`config.mk`:
```
export PLATFORM = sky130hd
export DESIGN_NAME = sl_cdc_rx_buffer
export DESIGN_NICKNAME = d
export VERILOG_FILES = /design/src/rtl/sl_cdc_rx_buffer.sv
export SDC_FILE = /design/constraint.sdc
export NUM_CORES = 1
export LEC_CHECK = 0
export ABC_CLOCK_PERIOD_IN_PS = 26500
export CAP_MARGIN = 20
export CORE_MARGIN = 5
export CORE_UTILIZATION = 59
export CTS_CLUSTER_SIZE = 8
export DETAILED_ROUTE_END_ITERATION = 6
export GPL_TIMING_DRIVEN = 0
export PLACE_DENSITY = 0.85
export SLEW_MARGIN = 20
export SYNTH_ARGS = -nofsm -noshare
export SYNTH_HDL_FRONTEND = slang
export SYNTH_SLANG_ARGS = --single-unit
```
`constraint.sdc`:
```
create_clock -name clk -period 26.5 [get_ports clk]
set_clock_uncertainty 0.1 [all_clocks]
set_input_delay 7.95 -clock clk [delete_from_list [all_inputs] [get_ports clk]]
set_output_delay 7.95 -clock clk [all_outputs]
set_load 0.02 [all_outputs]
```
`src/rtl/sl_cdc_rx_buffer.sv`:
```
`default_nettype none
// ============================================================================
// Module   : sl_cdc_rx_buffer
// Purpose  : Read-domain receive buffer behind the sector-logic CDC
//            synchroniser. Words whose tag bit (MSB) is set are queued in a
//            first-word-fall-through FIFO and offered downstream through a
//            valid/ready handshake. Words that arrive while the FIFO is full
//            and nothing is being popped are dropped, and the drop is counted
//            and flagged.
// Ports    : clk, rst            - single clock, async active-high reset
//            data_in             - tagged word {valid, payload}
//            data_out[_valid]    - head payload (zero when empty) / head valid
//            data_out_ready      - downstream accepts head this cycle
//            occupancy           - stored entries, 0..DEPTH
//            high_water          - peak occupancy since reset / clear_stats
//            overflow_flag/_cnt  - sticky drop flag / saturating drop count
//            clear_stats         - clears flag, count, and rebases high_water
// Revision : 1.0 - initial release
// ============================================================================
module sl_cdc_rx_buffer #(
  parameter int WIDTH     = 193,
  parameter int DEPTH     = 8,
  parameter int CNT_WIDTH = 16
) (
  input  logic                       clk,
  input  logic                       rst,
  input  logic [WIDTH-1:0]           data_in,
  output logic [WIDTH-2:0]           data_out,
  output logic                       data_out_valid,
  input  logic                       data_out_ready,
  output logic [$clog2(DEPTH+1)-1:0] occupancy,
  output logic [$clog2(DEPTH+1)-1:0] high_water,
  output logic                       overflow_flag,
  output logic [CNT_WIDTH-1:0]       overflow_cnt,
  input  logic                       clear_stats
);

  localparam int PW = WIDTH - 1;           // payload width
  localparam int AW = $clog2(DEPTH);       // storage index width
  localparam int OW = $clog2(DEPTH + 1);   // occupancy width (AW+1 for pow2)

  // Storage is deliberately not reset: the output is gated by the valid
  // flag, so stale contents are never visible.
  logic [PW-1:0]        mem_q [DEPTH];

  // One extra pointer bit separates full from empty when the indices match.
  logic [AW:0]          wr_ptr_q, wr_ptr_d;
  logic [AW:0]          rd_ptr_q, rd_ptr_d;
  logic [OW-1:0]        hw_q, hw_d;
  logic                 ovf_flag_q, ovf_flag_d;
  logic [CNT_WIDTH-1:0] ovf_cnt_q, ovf_cnt_d;

  logic [OW-1:0]        occ;
  logic [OW-1:0]        occ_d;
  logic                 full, empty;
  logic                 push_req, pop, wr_en, drop;

  assign occ      = OW'(wr_ptr_q - rd_ptr_q);
  assign full     = (occ == OW'(DEPTH));
  assign empty    = (occ == '0);
  assign push_req = data_in[WIDTH-1];
  assign pop      = ~empty & data_out_ready;
  // A pop frees the head slot in the same edge, so a full FIFO can still
  // take the incoming word when the consumer is draining.
  assign wr_en    = push_req & (~full | pop);
  assign drop     = push_req & full & ~pop;

  always_comb begin
    wr_ptr_d   = wr_ptr_q;
    rd_ptr_d   = rd_ptr_q;
    hw_d       = hw_q;
    ovf_flag_d = ovf_flag_q;
    ovf_cnt_d  = ovf_cnt_q;

    if (wr_en) wr_ptr_d = wr_ptr_q + 1'b1;
    if (pop)   rd_ptr_d = rd_ptr_q + 1'b1;
    occ_d = OW'(wr_ptr_d - rd_ptr_d);

    // clear_stats rebases the peak to the post-edge fill level and takes
    // priority over a simultaneous drop.
    if (clear_stats) begin
      hw_d       = occ_d;
      ovf_flag_d = 1'b0;
      ovf_cnt_d  = '0;
    end else begin
      if (occ_d > hw_q) hw_d = occ_d;
      if (drop) begin
        ovf_flag_d = 1'b1;
        if (~&ovf_cnt_q) ovf_cnt_d = ovf_cnt_q + 1'b1;
      end
    end
  end

  always_ff @(posedge clk or posedge rst) begin
    if (rst) begin
      wr_ptr_q   <= '0;
      rd_ptr_q   <= '0;
      hw_q       <= '0;
      ovf_flag_q <= 1'b0;
      ovf_cnt_q  <= '0;
    end else begin
      wr_ptr_q   <= wr_ptr_d;
      rd_ptr_q   <= rd_ptr_d;
      hw_q       <= hw_d;
      ovf_flag_q <= ovf_flag_d;
      ovf_cnt_q  <= ovf_cnt_d;
    end
  end

  always_ff @(posedge clk) begin
    if (wr_en) mem_q[wr_ptr_q[AW-1:0]] <= data_in[PW-1:0];
  end

  assign data_out_valid = ~empty;
  assign data_out       = empty ? '0 : mem_q[rd_ptr_q[AW-1:0]];
  assign occupancy      = occ;
  assign high_water     = hw_q;
  assign overflow_flag  = ovf_flag_q;
  assign overflow_cnt   = ovf_cnt_q;

endmodule
`default_nettype wire

```
Yosys cells after proc, flatten, opt, wreduce, memory -nomap -nowiden
Memory sizes are Yosys's and may differ from the RTL's.
Index checks and enable logic that the tools add are counted.
{"block": "op_classes", "n_bitwise": 8, "reduce_logical": 5, "addsub": 5, "order_cmp": 1, "n_eq_ne": 2, "muxes": 12}
{"operator": "2-to-1 mux 192 bit", "n": 1}
{"operator": "2-to-1 mux 16 bit", "n": 3}
{"operator": "adder 16 x 1 -> 16 bit, second input constant", "n": 1}
{"operator": "2-to-1 mux 4 bit", "n": 4}
{"operator": "AND reduction 16 bit", "n": 1}
{"operator": "adder 4 x 1 -> 4 bit, second input constant", "n": 2}
{"operator": "subtractor 4 bit", "n": 2}
{"operator": "bitwise AND 1 bit", "n": 4}
{"operator": "equality test 4 bit, second input constant", "n": 1}
{"operator": "greater-than comparator 4 bit", "n": 1}
{"operator": "zero test 4 bit", "n": 1}
{"operator": "2-to-1 mux 1 bit", "n": 4}
{"operator": "nonzero test 2 bit", "n": 2}
{"operator": "inverter 1 bit", "n": 3}
{"operator": "inequality test 2 bit, second input constant", "n": 1}
{"operator": "AND reduction 2 bit", "n": 1}
{"operator": "OR 1 bit", "n": 1}
{"block": "totals", "inputBits": 197, "register_bits": 29, "ram_bits": 1536, "n_memories": 1}
{"name": "mem_q", "depth": 8, "word_bits": 192, "read_ports": 1, "rd_clocked_by_memory_dff": 0, "write_ports": 1, "line": "44", "text": "logic [PW-1:0] mem_q [DEPTH];"}

Longest topological paths before layout
{"block": "depth", "word_depth": 11, "depth_mapped": 23, "mapped_depth_nobuf": 21}

Worst setup path before layout
OpenSTA, ideal clock, no wires.
{"block": "synth_timing", "path_kind": "input to register", "from": "in data_out_ready", "to": "mem mem_q[2][0] in the netlist's numbering (enable)", "stages": 4, "required_time_ps": 25120, "setup_time_ps": 1280, "t_arrival_ps": 27699, "setup_slack_ps": -2579, "path_cell_list": "nor3_2 -> nand2_1 -> nand2_1 -> nor4b_1"}
{"block": "synth_via", "elab_chain_len": 5}
{"item": "start: declaration", "line": "30", "text": "input logic data_out_ready,"}
{"item": "bitwise AND 1 bit", "line": "62", "text": "assign pop = ~empty & data_out_ready;"}
{"item": "OR 1 bit", "line": "65", "text": "assign wr_en = push_req & (~full | pop);"}
{"item": "bitwise AND 1 bit", "line": "65"}
{"item": "2-to-1 mux 1 bit", "line": "111", "text": "if (wr_en) mem_q[wr_ptr_q[AW-1:0]] <= data_in[PW-1:0];"}
{"item": "2-to-1 mux 1 bit (not written as such)", "line": "111"}
{"item": "end: declaration", "line": "44"}
Every way passes these cells.

Worst setup path in the final report
{"block": "layout_timing", "from": "reg rd_ptr_q[1]", "to": "out data_out[108]"}
{"block": "layout_via", "elab_chain_len": 3}
{"item": "start: declaration", "line": "48", "text": "logic [AW:0] rd_ptr_q, rd_ptr_d;"}
{"item": "start signal: assignment", "line": "103", "text": "rd_ptr_q <= rd_ptr_d;"}
{"item": "subtractor 4 bit", "line": "58", "text": "assign occ = OW'(wr_ptr_q - rd_ptr_q);"}
{"item": "zero test 4 bit", "line": "60", "text": "assign empty = (occ == '0);"}
{"item": "2-to-1 mux 192 bit (*)", "line": "115", "text": "assign data_out = empty ? '0 : mem_q[rd_ptr_q[AW-1:0]];"}
{"item": "end: declaration", "line": "28", "text": "output logic [WIDTH-2:0] data_out,"}
Mark *: on every way between the ends. The rest lies on a longest branch, timed or not.

==> results_dict.tcl <==
set metrics [dict create \
    syn-instance-count 2847 \
    async_flop_share_pct 1.85 \
    max_slew_margin_pct 26.1 \
    drt-wirelength-per-cell_um 30.6 \
    criticalPathCategory "reg2out" \
    rsz0062_at_grt "no" \
    hold_path_class "reg2reg" \
    io_pins 415 \
    cts_setup_buffers 0 \
    final_nets 3921 \
    cts.sinks 1565 \
    core_area_um2 100000 \
    syn_area_per_cell_um2 21.0 \
    cts_max_level 4 \
    holdBufCountCts 0 \
    die_h_um 328 \
    root_buffer "clkbuf_16" \
    final_cells 5143 \
    worstMarginPinSlew_ns 1.11 \
    antenna_found_initial 36 \
    num_rows 116 \
    grt_use_total_pct 29.5 \
    max_freq_mhz 71.1 \
    postCtsResizedCells 0 \
    synth-seq-cells 1565 \
    yosysTopAreaCell "edfxtp_1" \
    cts_tree "done" \
    dp_cells 4850 \
    path_clk_slew_ns 0.05 \
    drv_cap 0 \
    synth_most_common_cell "edfxtp_1" \
    drt_first_pass_iters 5 \
    syn-num-nets 3059 \
    arrival_ns 6.01 \
    drc 0 \
    pwr_density_cell_nw_per_um2 128 \
    yosysWarnings 0 \
    crit_required_ns 18.45 \
    n_fill_cell 5459 \
    yosysTopAreaCellShare_pct 77.1 \
    start_util_pct 59.6 \
    drive_gt1_share_pct 25.0 \
    yosysSeqAreaShare_pct 78.4 \
    grt_first_pass_wirelength_um 231000 \
    finalCoreUtilization_pct 73.1 \
    vias 32806 \
    grt-ovfl-total 0 \
    gp_congestion 0.758 \
    fin_hold_ws_ns 0.390 \
    cp-start-kind "flop" \
    synth_top_cells_by_count "1536 x edfxtp_1, 398 x nand2_1, 384 x mux4_2" \
    drt_wl_total_um 157000 \
    die_w_um 328 \
    finalHoldViolCount 0 \
    hpwlAfterDp_um 98100 \
    leakage_nw 24.5 \
    cts_buffers 214 \
    routed_via_density 6.38 \
    layout_setup_ws_ns 12.44 \
    dr.first_iter.drc_count 4066 \
    io_buffer_count 413 \
    antenna_left 0 \
    area_growth_pct 22.7 \
    die_area_um2 108000 \
    synthTopCellsByArea "edfxtp_1 77%, mux4_2 14%, nand2_1 2.5%" \
    run_status "complete, no violations" \
    slew_violations 0 \
    end_kind "primary output" \
    ir_drop_mv 0.116 \
    cp_max_fo 10 \
    setup_viol 0 \
    dpl_worst_slack_ns 13.12 \
    power_mw 9.41 \
    ys.flop_type "edfxtp_1" \
    synth_edf_count 1536 \
    grt_pass1_vias 34180 \
    syn_area_um2 59800 \
    clock_path_buffers 3 \
    clock_latency_ns 0.78 \
    fin_crit_ns 14.06 \
    grt_max_degree 55 \
    synth_cell_type_count 52 \
    period_share_pct 53.1 \
]
[placed cells by master (no fill, tap or decap), types with 4 or more instances in the layout]
master           Yosys  routed
buf_4                8     126
nor3_1              13      10
nand3_1              8       8
inv_1               17      15
clkbuf_1            64      89
buf_1               28      28
inv_6                0       5
mux4_2             384     384
diode_2              0      33
clkbuf_2             1       5
a21oi_1            198     198
nor2_1              18      18
dfrtp_1             29      29
buf_2               53     116
clkbuf_16            0     216
ha_1                13      13
nand2_1            398     398
nor3_2               3       6
buf_6                1      49
clkdlybuf4s50_1      0     413
edfxtp_1          1536    1536
clkinv_16            0       4
xnor2_1             22      22
mux2i_1              5       5
o21ai_0              4       4
[critical path: stages, from the launching register on]
cell	delay, ns
dfrtp_1	0.33
buf_2	0.36
buf_1	0.69
buf_1	0.64
inv_1	0.20
ha_1	0.34
and3b_1	0.20
or3_4	0.43
and2_4	0.20
nor2_4	0.20
buf_2	0.46
buf_2	0.39
a21oi_1	0.08
clkdlybuf4s50_1	0.71
[kinds of logic (layout without fill, tap and decap cells)]
family                     after synthesis  in the layout  synth area share (%)
other                                    0             33                     0
buffers and inverters                  174           1080                  1.27
AOI/OAI and AO/OA                      209            209                  1.81
adders and majority gates               15             15                 0.339
xor gates and xnor gates                25             25                 0.366
DFF                                   1565           1565                  78.4
muxes                                  392            392                  14.6
and+or+nand+nor                        467            467                  3.24
[metal layers]
layer	vias to the layer above	wire length [µm]	GRT usage, %
met5	-	90	0
met4	14	5420	10.7
met3	339	17000	8.16
met2	2234	78700	48.0
met1	16954	56000	38.9
li1	13265	-	-
[where the power goes]
group          leakage, nW  internal (mW)  switching (mW)
sequential            14.3           3.13          0.0968
clock                 2.80           1.44           0.967
combinational         7.34           1.57            2.20
[final cells by class]
| type | count | area (µm²) | area share (%) |
|---|---|---|---|
| Tap cell | 1357 | 1700 | 2.31 |
| Inverter | 19 | 78.8 | 0.107 |
| Antenna cell | 33 | 82.6 | 0.113 |
| Multi-Input combinational cell | 1108 | 12200 | 16.7 |
| Buffer | 155 | 692 | 0.943 |
| Timing Repair Buffer | 646 | 5970 | 8.14 |
| Sequential cell | 1565 | 46800 | 63.9 |
| Clock buffer | 245 | 5510 | 7.52 |
| Clock inverter | 15 | 231 | 0.316 |
[path summary, 6_finish.rpt]
| path | slack (ns) | start | cells after the start | to |
|---|---|---|---|---|
| setup / recovery | 12.44 | rd_ptr_q[1] | 13 | data_out[108] |
| hold / removal | 0.39 | rd_ptr_q[3] | 1 | rd_ptr_q[3] |
| setup reg to reg | 19.85 | rd_ptr_q[1] | 22 | high_water[2] |
| hold reg to reg | 0.39 | rd_ptr_q[3] | 1 | rd_ptr_q[3] |
| max in group asynchronous | 18.33 | rst | 2 | high_water[2] |
| min in group asynchronous | 7.50 | rst | 2 | overflow_cnt[5] |
[sequential cells by signal, indices dropped and copies added, names as in the netlist]
signal	flops
mem_q	1536
overflow_cnt	16
high_water	4
rd_ptr_q	4
wr_ptr_q	4
overflow_flag	1
[stage by stage]
stage,TNS (ns),cell area (µm²)
global route,0,73300
detailed placement,0,67500
finish,0,73300
floorplan,-410.35,59800
global placement,-,65600
CTS,0,73300
Note: power is estimated with default switching activity, not from simulation.
